--- src/rtl/serial_arith_pkg.sv ---
// Shared constants for the bit-serial arithmetic blocks: FSM encoding and default width.
package serial_arith_pkg;

    localparam int unsigned DEFAULT_W = 8;

    localparam int unsigned STATE_W = 2;

    localparam logic [1:0] ST_IDLE = 2'd0;
    localparam logic [1:0] ST_RUN  = 2'd1;
    localparam logic [1:0] ST_DONE = 2'd2;

endpackage

--- src/rtl/full_subtractor.sv ---
// 1-bit combinational subtractor cell: d = x - y - bin, with borrow out.
module full_subtractor (
    input  logic x,
    input  logic y,
    input  logic bin,
    output logic d,
    output logic bout
);

    assign d    = x ^ y ^ bin;
    assign bout = (~x & y) | (~(x ^ y) & bin);

endmodule

--- src/rtl/serial_subtractor.sv ---
// Bit-serial W-bit subtractor (diff = a - b mod 2^W) processing one bit per clock, LSB first.
module serial_subtractor
    import serial_arith_pkg::*;
#(
    parameter int unsigned W = DEFAULT_W
) (
    input  logic         clk,
    input  logic         rst_n,
    input  logic         start,
    input  logic [W-1:0] a,
    input  logic [W-1:0] b,
    output logic         busy,
    output logic         done,
    output logic [W-1:0] diff,
    output logic         borrow
);

    localparam int unsigned CNT_W = $clog2(W);

    logic [STATE_W-1:0] state_q, state_d;
    logic [W-1:0]       a_sr_q, a_sr_d;
    logic [W-1:0]       b_sr_q, b_sr_d;
    logic [W-1:0]       res_sr_q, res_sr_d;
    logic [CNT_W-1:0]   cnt_q, cnt_d;
    logic               borrow_q, borrow_d;
    logic [W-1:0]       diff_q, diff_d;
    logic               borrow_out_q, borrow_out_d;
    logic               done_q, done_d;
    logic               busy_q, busy_d;

    logic               cell_d;
    logic               cell_bout;

    full_subtractor u_cell (
        .x    (a_sr_q[0]),
        .y    (b_sr_q[0]),
        .bin  (borrow_q),
        .d    (cell_d),
        .bout (cell_bout)
    );

    // Next-state and output logic
    always_comb begin
        state_d      = state_q;
        a_sr_d       = a_sr_q;
        b_sr_d       = b_sr_q;
        res_sr_d     = res_sr_q;
        cnt_d        = cnt_q;
        borrow_d     = borrow_q;
        diff_d       = diff_q;
        borrow_out_d = borrow_out_q;
        done_d       = 1'b0;

        case (state_q)
            ST_IDLE: begin
                if (start) begin
                    a_sr_d   = a;
                    b_sr_d   = b;
                    res_sr_d = '0;
                    cnt_d    = '0;
                    borrow_d = 1'b0;
                    state_d  = ST_RUN;
                end
            end
            ST_RUN: begin
                a_sr_d   = {1'b0, a_sr_q[W-1:1]};
                b_sr_d   = {1'b0, b_sr_q[W-1:1]};
                res_sr_d = {cell_d, res_sr_q[W-1:1]};
                borrow_d = cell_bout;
                // Counter parks at zero on the last bit instead of wrapping
                if (cnt_q == CNT_W'(W - 1)) begin
                    cnt_d   = '0;
                    state_d = ST_DONE;
                end else begin
                    cnt_d = cnt_q + CNT_W'(1);
                end
            end
            ST_DONE: begin
                done_d       = 1'b1;
                diff_d       = res_sr_q;
                borrow_out_d = borrow_q;
                state_d      = ST_IDLE;
            end
            default: begin
                state_d = ST_IDLE;
            end
        endcase

        busy_d = (state_d != ST_IDLE);
    end

    // State and output registers
    always_ff @(posedge clk or negedge rst_n) begin
        if (!rst_n) begin
            state_q      <= ST_IDLE;
            a_sr_q       <= '0;
            b_sr_q       <= '0;
            res_sr_q     <= '0;
            cnt_q        <= '0;
            borrow_q     <= 1'b0;
            diff_q       <= '0;
            borrow_out_q <= 1'b0;
            done_q       <= 1'b0;
            busy_q       <= 1'b0;
        end else begin
            state_q      <= state_d;
            a_sr_q       <= a_sr_d;
            b_sr_q       <= b_sr_d;
            res_sr_q     <= res_sr_d;
            cnt_q        <= cnt_d;
            borrow_q     <= borrow_d;
            diff_q       <= diff_d;
            borrow_out_q <= borrow_out_d;
            done_q       <= done_d;
            busy_q       <= busy_d;
        end
    end

    assign busy   = busy_q;
    assign done   = done_q;
    assign diff   = diff_q;
    assign borrow = borrow_out_q;

endmodule

--- config.mk ---
export PLATFORM = sky130hd
export DESIGN_NAME = serial_subtractor
export DESIGN_NICKNAME = d
export VERILOG_FILES = /design/src/rtl/serial_arith_pkg.sv /design/src/rtl/full_subtractor.sv /design/src/rtl/serial_subtractor.sv
export SDC_FILE = /design/constraint.sdc
export NUM_CORES = 1
export LEC_CHECK = 0
export CORE_MARGIN = 5
export CORE_UTILIZATION = 47
export DETAILED_ROUTE_END_ITERATION = 16
export HOLD_SLACK_MARGIN = 0.02
export PLACE_DENSITY = 0.82
export SYNTH_ARGS = -nofsm -noshare
export SYNTH_HDL_FRONTEND = slang
export SYNTH_SLANG_ARGS = --single-unit
--- constraint.sdc ---
create_clock -name clk -period 1.5 [get_ports clk]
set_clock_uncertainty 0.2 [all_clocks]
set_input_delay 0.3 -clock clk [delete_from_list [all_inputs] [get_ports clk]]
set_output_delay 0.3 -clock clk [all_outputs]
set_load 0.01 [all_outputs]
==> run summary, run 1 <==
• **half-perimeter wire length after placement** 2390 um
• **H-tree levels** 2
• **Initial DRC Count** 56
• **IR drop worst, VDD** 0.858 mV
• **Die ar.** 5070 um2
• **leakage power figure** 1.08 nW
• **DRC viols** 0
• **power dissipated by switching net loads** 1.58 mW
• **maximum clock frequency** 636 MHz
• **CP Max Fanout** 5
• **initial antenna violation count** 0
• **Final Hold Vio Count** 0
• **Avg Inst Size Synth** 13.5 um2
• **global router's overall resource usage** 0.143
• **startpoint of the worst setup timing path** state_q[1]
• **category of the worst setup path capture point** flip-flop
• **failing checks** negative setup slack
• **count of filler cells inserted in the layout** 264
• **Reg-to-Reg End** b_sr_q[3]
• **number of global-route vias before repair** 1264
• **post-layout minimum cycle time** 1.57 ns
• **total iterations of the first detailed-routing run** 4
• **post-synthesis cell type count** 29
• **sequential fraction of design power** 0.399
• **P_int** 3.24 mW
• **critical-path cell list** clkbuf_16, or4b_1, o221a_2
• **first-pass GRT wire length** 5790 um
• **Worst path max stage delay** 0.48 ns
• **number of standard cells after synthesis** 130
• **antenna fix cells** 0
• **placer congestion estimate** 0.813
• **routed wirelength normalized by instance count** 17.6 um
• **CTS Root Cell** clkbuf_8
• **Cell Area, Placed** 2130 um2
• **row count** 22
• **count of buffering cells on the critical path with inverters included** 1
• **period utilization** 1.05
• **Final ANT Viol Nets** 0
• **clk_lat worst skew** 0.28 ns
• **via-per-instance ratio** 5.66
• **post-synthesis register bit count** 41
• **share of synthesized area occupied by flip-flops and latches** 0.583
• **number of top-level pins** 30
• **Slew Limit Headroom** 0.718
• **initial core utilization** 0.484
• **number of endpoints failing setup at the final stage** 17
• **portion of total power attributed to the clock network** 0.173
• **Sinks on Clock Net** 41
• **critical path depth** 3
• **post-layout net count** 191
• **Crit Path Category** flip-flop to flip-flop
• **routed wire length** 3810 um
• **Num CTS Buffers** 5
• **die outline height** 71.2 um
• **post-synthesis instance area** 1760 um2
• **path category of the worst min-delay check** input port to async pin
• **area inside the core boundary** 3630 um2
• **Non-Filler Instances** 217
• **Syn-to-layout area delta** 41.0%
• **top cell family by delay on the critical path** flip-flops
• **post-placement cell count** 204
• **outcome** finished with violations
• **largest net degree at the start of global routing** 26
• **slew at the pin with the worst max-slew slack** 0.417 ns
• **max capacitance violation total** 0
• **Setup crit end** b_sr_q[3]
• **clock edge transition at the registers on the reported setup and hold paths** 0.07 ns
• **YS warnings** 0
• **power per cell area** 1940 nW/um2
• **Setup crit start kind** flip-flop
• **finished layout cell area** 2480 um2
• **Via Count** 1228
• **worst-case clock buffer depth** 2
• **CTS tree** built
• **RSZ-0062 raised after global routing** true
• **count of buffers inserted at the top-level ports** 29
• **portion of total power attributed to combinational logic** 0.428
• **Die Width** 71.2 um
• **Register-to-Register Setup Slack** -0.07 ns
• **max-slew violation count** 0
• **share of layout cells above drive strength 1** 0.278
• **Switching Share** 0.328
• **critical path required time** 1.47 ns
• **Arr. time, crit path** 1.54 ns
• **global route overflow** 0
• **setup slack of the critical path after layout** -0.0725 ns
• **cell at the slowest stage of the critical path** dfrtp_2
• **Worst R2R Path Depth** 3
• **syn_nets** 152
• **startpoint of the worst register-to-register path** state_q[1]
[worst min path at each step]
stage | cells after the start | start | to | slack (ns)
final | 2 | rst_n | b_sr_q[2] | 0.28
after global routing | 1 | diff[5] | diff[5] | 0.30
after CTS | 2 | rst_n | b_sr_q[2] | 0.29
after detailed placement | 1 | rst_n | b_sr_q[2] | 0.05
after global placement | 1 | rst_n | busy | 0.05
after floorplan | 0 | rst_n | a_sr_q[0] | -0.20
[power groups by stage]
| stage | sequential (mW) | clock, mW | combinational [mW] |
|---|---|---|---|
| final | 1.92 | 0.833 | 2.06 |
| after global routing | 1.99 | 0.882 | 2.22 |
| after CTS | 1.89 | 0.835 | 1.65 |
| after detailed placement | 1.91 | 0 | 1.62 |
| after global placement | 1.87 | 0 | 1.52 |
| after floorplan | 1.89 | 0 | 1.00 |
[final cells by class]
| type | count | area [um2] | share of cell area |
|---|---|---|---|
| clock buffer | 5 | 68.8 | 0.0277 |
| clock inverter | 2 | 35.0 | 0.0141 |
| inverter | 10 | 37.5 | 0.0151 |
| multi-input combinational | 67 | 764 | 0.308 |
| sequential | 41 | 1030 | 0.414 |
| tap | 48 | 60.1 | 0.0242 |
| timing repair buffer | 44 | 487 | 0.196 |
[flip-flops by register name (all words and copies together), names as in the netlist]
register  flops
done          1
a_sr_q        8
busy          1
cnt_q         3
state_q       2
res_sr_q      8
borrow_q      1
borrow        1
diff          8
b_sr_q        8
[timing repair]
item                                    4_1_cts  5_1_grt
endpoints found under the setup margin       47       32
pin swaps                                     0        8
buffers inserted                              1        1
gates cloned                                  0        3
hold endpoints to repair                     16        0
gates resized for setup                      22       23
hold buffers                                  1        0
[metal layers]
| metal | wire length, um | track usage | vias to the layer above |
|---|---|---|---|
| met2 | 2070 | 0.239 | 36 |
| met3 | 183 | 0.0412 | 2 |
| met5 | 0 | 0 | - |
| met1 | 1530 | 0.180 | 614 |
| li1 | - | - | 576 |
| met4 | 21 | 0.0397 | 0 |
[kinds of logic after synthesis]
kind of cell               count (synthesis)  synth area share
muxes                                      9            0.0576
DFF                                       41             0.583
buffers and inverters                     22            0.0590
adders and majority gates                  3            0.0256
AOI/OAI and AO/OA                         30             0.156
and+or+nand+nor                           25             0.118
[worst register-to-register path, stage by stage (launching register included)]
cell       delay, ns
dfrtp_2         0.48
clkbuf_16       0.18
or4b_1          0.47
o221a_2         0.14
[stage by stage]
stage	TNS [ns]	hold slack, ns	util	setup WS [ns]	power [mW]
after floorplan	0	-0.196	-	0.0262	2.89
after global placement	-8.44	0.0490	0.586	-0.340	3.38
after detailed placement	-11.59	0.0490	0.586	-0.472	3.53
after CTS	-0.441	0.291	0.628	-0.0417	4.37
after global routing	-1.59	0.303	0.683	-0.0888	5.09
final	-0.508	0.280	0.683	-0.0725	4.81
[layout by cell type, fill, tap and decap left out, types with 2 or more instances in the layout]
cell type        instances
o221a_2                  4
o221a_4                  3
a221oi_2                 6
ha_1                     2
buf_12                   4
a22o_1                  11
or4b_1                   4
dlygate4sd2_1           11
or4b_4                   3
buf_6                    4
clkdlybuf4s50_1         16
nor4b_1                  6
dfrtp_1                 40
buf_4                    4
clkbuf_8                 5
mux2_1                   9
inv_1                    9
clkbuf_16                2
[synth_stat cells (all sizes together)]
cell / instances / area [um2]
a211o: 1 / 8.76
a21oi: 1 / 5.00
a221oi: 7 / 61.3
a22o: 11 / 96.3
and2: 1 / 6.26
buf: 10 / 58.8
clkbuf: 2 / 7.51
dfrtp: 41 / 1030
fa: 1 / 20.0
ha: 2 / 25.0
inv: 10 / 37.5
mux2: 9 / 101
nand2: 1 / 3.75
nand2b: 2 / 12.5
nand4bb: 1 / 11.3
nor2: 1 / 3.75
nor2b: 1 / 6.26
nor3b: 1 / 7.51
nor4b: 7 / 61.3
nor4bb: 1 / 10.0
o21bai: 1 / 7.51
o221a: 7 / 78.8
o2bb2ai: 1 / 8.76
o311ai: 1 / 8.76
or2b: 2 / 15.0
or4b: 7 / 70.1
Power figures use the tool's default switching activity.
==> run 2, diff against run 1 <==
- CORE_UTILIZATION: 47 -> 35
- PLACE_DENSITY: 0.82 -> 0.66
==> run summary, run 2 (synthesis results as in run 1) <==
• **initial core utilization** 0.368
• **global router's overall resource usage** 0.113
• **die outline height** 80.9 um
• **row count** 25
• **routed wirelength normalized by instance count** 14.5 um
• **total power of the final layout** 4.25 mW
• **first-pass GRT wire length** 5660 um
• **Slew Limit Headroom** 0.813
• **max capacitance violation total** 0
• **count of buffers inserted at the top-level ports** 29
• **Num CTS Buffers** 5
• **Die Width** 80.9 um
• **CTS Root Cell** clkbuf_8
• **commonest non-fill, non-tap cell in the layout** dfrtp_1
• **Register-to-Register Setup Slack** -0.01 ns
• **IR drop worst, VDD** 0.671 mV
• **share of layout cells above drive strength 1** 0.267
• **antenna fix cells** 0
• **Syn-to-layout area delta** 33.7%
• **clk_lat worst skew** 0.29 ns
• **H-tree levels** 2
• **number of global-route vias before repair** 1237
• **worst-case clock buffer depth** 2
• **path category of the worst min-delay check** flip-flop to flip-flop
• **startpoint of the worst setup timing path** state_q[1]
• **routed wire length** 3460 um
• **leakage power figure** 1.03 nW
• **number of top-level pins** 30
• **setup total negative slack** -0.0431 ns
• **Final ANT Viol Nets** 0
• **outcome** finished with violations
• **Worst R2R Path Depth** 3
• **via-per-instance ratio** 5.00
• **largest net degree at the start of global routing** 42
• **startpoint of the worst register-to-register path** state_q[1]
• **initial antenna violation count** 0
• **count of filler cells inserted in the layout** 428
• **Sinks on Clock Net** 41
• **Final Hold Vio Count** 0
• **Setup crit start kind** flip-flop
• **Initial DRC Count** 37
• **placer congestion estimate** 0.744
• **Non-Filler Instances** 239
• **post-placement cell count** 225
• **highest-count cells in the layout ignoring fill and taps** 39 x dfrtp_1, 16 x clkdlybuf4s50_1, 13 x buf_4
• **Via Count** 1195
• **critical path required time** 1.47 ns
• **CTS tree** built
• **maximum clock frequency** 661 MHz
• **post-layout minimum cycle time** 1.51 ns
• **Arr. time, crit path** 1.49 ns
• **Crit Path Category** flip-flop to flip-flop
• **number of endpoints failing setup at the final stage** 5
• **total iterations of the first detailed-routing run** 2
• **CP Max Fanout** 6
• **failing checks** negative setup slack
• **slew at the pin with the worst max-slew slack** 0.277 ns
• **category of the worst setup path capture point** flip-flop
• **area inside the core boundary** 4790 um2
• **Setup crit end** b_sr_q[4]
• **max-slew violation count** 0
• **Die ar.** 6540 um2
• **setup slack of the critical path after layout** -0.0128 ns
• **Reg-to-Reg End** b_sr_q[4]
• **post-layout net count** 193
• **RSZ-0062 raised after global routing** true
• **clock edge transition at the registers on the reported setup and hold paths** 0.08 ns
• **DRC viols** 0
• **global route overflow** 0
• **period utilization** 1.01
• **half-perimeter wire length after placement** 2430 um
• **power per cell area** 1810 nW/um2
## run 2: cell types whose count changed in the layout (fill, tap and decap cells not counted), moves of 4 or more
cell	delta
nor4b_2	+4
a221oi_1	+4
buf_4	+9
nor4b_1	-4
## run 2: critical path, stage by stage, from the launching register on
cell and delay (ns):
dfrtp_2 0.45, buf_4 0.15, or4b_1 0.47, o221a_2 0.14
## run 2: power breakdown
part,total (mW),internal (mW),switching (mW),leakage [nW]
registers,1.90,1.60,0.296,0.490
clock network,0.687,0.321,0.366,0.0439
logic,1.66,0.938,0.726,0.494
total,4.25,2.86,1.39,1.03
## run 2: timing repair
item	4_1_cts	5_1_grt
hold endpoints to repair	41	0
hold buffers	1	0
setup endpoints to repair	36	23
buffers inserted	1	3
cloned	0	1
resized for setup	14	16
pin swaps	0	5
## run 2: per-layer routing
layer | global-route usage | up-vias | wire length [um]
met1 | 0.137 | 596 | 1460
li1 | - | 571 | -
met4 | 0.0507 | 0 | 73
met3 | 0.0399 | 7 | 158
met2 | 0.181 | 21 | 1760
met5 | 0 | - | 0
## run 2: how the worst min path moves through the flow
stage	start	slack, ns	depth (start not counted)	end
floorplan	rst_n	-0.20	0	a_sr_q[0]
global placement	rst_n	0.08	2	a_sr_q[7]
detailed placement	rst_n	0.08	2	a_sr_q[7]
CTS	rst_n	0.30	3	diff[7]
global route	rst_n	0.32	3	res_sr_q[0]
finish	diff[6]	0.29	1	diff[6]
## run 2: final cells by class
class	count	area, um2	share of cell area
clock buffer	5	68.8	0.0293
clock inverter	3	17.5	0.00745
inverter	10	37.5	0.0160
multi-input combinational	67	694	0.295
sequential	41	1030	0.437
tap	67	83.8	0.0356
timing repair buffer	46	422	0.179
## run 2: per-stage QoR
stage	hold WS (ns)	utilization	cell area (um2)	worst slack, ns
final	0.291	0.492	2350	-0.0128
after global routing	0.315	0.492	2350	-0.0419
after CTS	0.297	0.470	2250	0.000566
after detailed placement	0.0834	0.451	2160	-0.402
after global placement	0.0810	0.451	2160	-0.308
after floorplan	-0.196	-	1760	0.0262
==> run 3, diff against run 2 <==
- MAX_ROUTING_LAYER: not set -> met4
==> run summary, run 3 (synthesis results as in run 1) <==
• **Arr. time, crit path** 1.49 ns
• **slew at the pin with the worst max-slew slack** 0.273 ns
• **number of endpoints failing setup at the final stage** 5
• **initial antenna violation count** 0
• **area inside the core boundary** 4790 um2
• **max capacitance violation total** 0
• **commonest non-fill, non-tap cell in the layout** dfrtp_1
• **total iterations of the first detailed-routing run** 4
• **half-perimeter wire length after placement** 2430 um
• **pre-CTS worst setup slack** -0.402 ns
• **count of filler cells inserted in the layout** 428
• **Slew Limit Headroom** 0.815
• **cell at the slowest stage of the critical path** or4b_1
• **Num CTS Buffers** 5
• **initial core utilization** 0.368
• **antenna fix cells** 0
• **period utilization** 1.01
• **Syn-to-layout area delta** 33.7%
• **leakage power figure** 1.03 nW
• **Initial DRC Count** 48
• **P_int** 2.86 mW
• **portion of total power attributed to combinational logic** 0.391
• **maximum clock frequency** 660 MHz
• **critical-path cell list** buf_4, or4b_1, o221a_2
• **die outline height** 80.9 um
• **Worst path max stage delay** 0.47 ns
• **routed wirelength normalized by instance count** 14.4 um
• **IR drop worst, VDD** 0.669 mV
• **largest net degree at the start of global routing** 42
• **Final Hold Slack** 0.290 ns
• **CTS Root Cell** clkbuf_8
• **CP Max Fanout** 6
• **RSZ-0062 raised after global routing** true
• **clock edge transition at the registers on the reported setup and hold paths** 0.08 ns
• **Cell Area, Placed** 2160 um2
• **Multi-input gate area** 694 um2
• **worst-case clock buffer depth** 2
• **failing checks** negative setup slack
• **number of global-route vias before repair** 1241
• **Final Hold Vio Count** 0
• **CTS tree** built
• **post-layout net count** 193
• **count of buffers inserted at the top-level ports** 29
• **max-slew violation count** 0
• **Sinks on Clock Net** 41
• **DRC viols** 0
• **post-layout minimum cycle time** 1.51 ns
• **via-per-instance ratio** 5.11
• **Die ar.** 6540 um2
• **portion of total power attributed to the clock network** 0.162
• **share of layout cells above drive strength 1** 0.267
• **Switching Share** 0.326
• **routed wire length** 3440 um
• **outcome** finished with violations
• **Crit Path Category** flip-flop to flip-flop
• **setup slack of the critical path after layout** -0.0148 ns
• **finished layout cell area** 2350 um2
• **Final ANT Viol Nets** 0
• **top cell family by delay on the critical path** simple AND/OR/NAND/NOR gates
• **global router's overall resource usage** 0.116
• **count of buffering cells on the critical path with inverters included** 1
• **first-pass GRT wire length** 5660 um
• **H-tree levels** 2
• **highest-count cells in the layout ignoring fill and taps** 39 x dfrtp_1, 16 x clkdlybuf4s50_1, 13 x buf_4
• **clk_lat worst skew** 0.29 ns
• **sequential fraction of design power** 0.447
• **Via Count** 1221
• **row count** 25
• **number of top-level pins** 30
• **power dissipated by switching net loads** 1.38 mW
• **Setup crit start kind** flip-flop
• **path category of the worst min-delay check** flip-flop to flip-flop
• **power per cell area** 1810 nW/um2
• **placer congestion estimate** 0.753
• **global route overflow** 0
• **FF/Latch Area** 1030 um2
• **category of the worst setup path capture point** flip-flop
• **critical path required time** 1.47 ns
• **Die Width** 80.9 um
==> run 3: power by group through the flow <==
stage / Clock, mW / Combinational (mW) / Sequential [mW]
2_1_floorplan: 0 / 1.00 / 1.89
4_1_cts: 0.710 / 1.53 / 1.91
5_1_grt: 0.745 / 1.84 / 1.97
6_report: 0.688 / 1.66 / 1.90
3_5_place_dp: 0 / 1.61 / 1.94
3_3_place_gp: 0 / 1.53 / 1.91
==> run 3: worst paths after layout <==
kind,from,endpoint,slack (ns),cells past startpoint
max in group asynchronous,rst_n,state_q[1],0.60,3
min in group asynchronous,rst_n,b_sr_q[7],0.30,3
hold / removal,diff[6],diff[6],0.29,1
setup reg to reg,state_q[1],b_sr_q[4],-0.01,3
setup / recovery,state_q[1],b_sr_q[4],-0.01,3
hold reg to reg,diff[6],diff[6],0.29,1
==> run 3: metal layers <==
metal | up-vias | wire [um] | GRT usage
met5 | - | 0 | -
met4 | 0 | 74 | 0.0507
met3 | 8 | 167 | 0.0399
met2 | 25 | 1760 | 0.181
met1 | 616 | 1440 | 0.137
li1 | 572 | - | -
==> run 3: repair_timing <==
action,in CTS,in global routing
resized for setup,14,16
hold endpoints to repair,41,0
cloned,0,1
buffers inserted,1,3
pin swaps,0,5
setup endpoints to repair,36,23
hold buffers,1,0
==> run 3: area by class of cell <==
| type | instances | area share |
|---|---|---|
| flip-flops and latches | 41 | 0.437 |
| multi-input cells | 67 | 0.295 |
| repair buffers | 46 | 0.179 |
| well taps | 67 | 0.0356 |
| clock buffers | 5 | 0.0293 |
| inverters | 10 | 0.0160 |
| clock inverters | 3 | 0.00745 |
==> run 3: per-stage QoR <==
stage / cells / util / power, mW / setup TNS [ns]
floorplan: 130 / - / 2.89 / 0
global placement: 225 / 0.451 / 3.44 / -7.56
detailed placement: 225 / 0.451 / 3.54 / -9.53
CTS: 235 / 0.470 / 4.15 / 0
global route: 239 / 0.492 / 4.56 / -0.294
finish: 239 / 0.492 / 4.25 / -0.0587
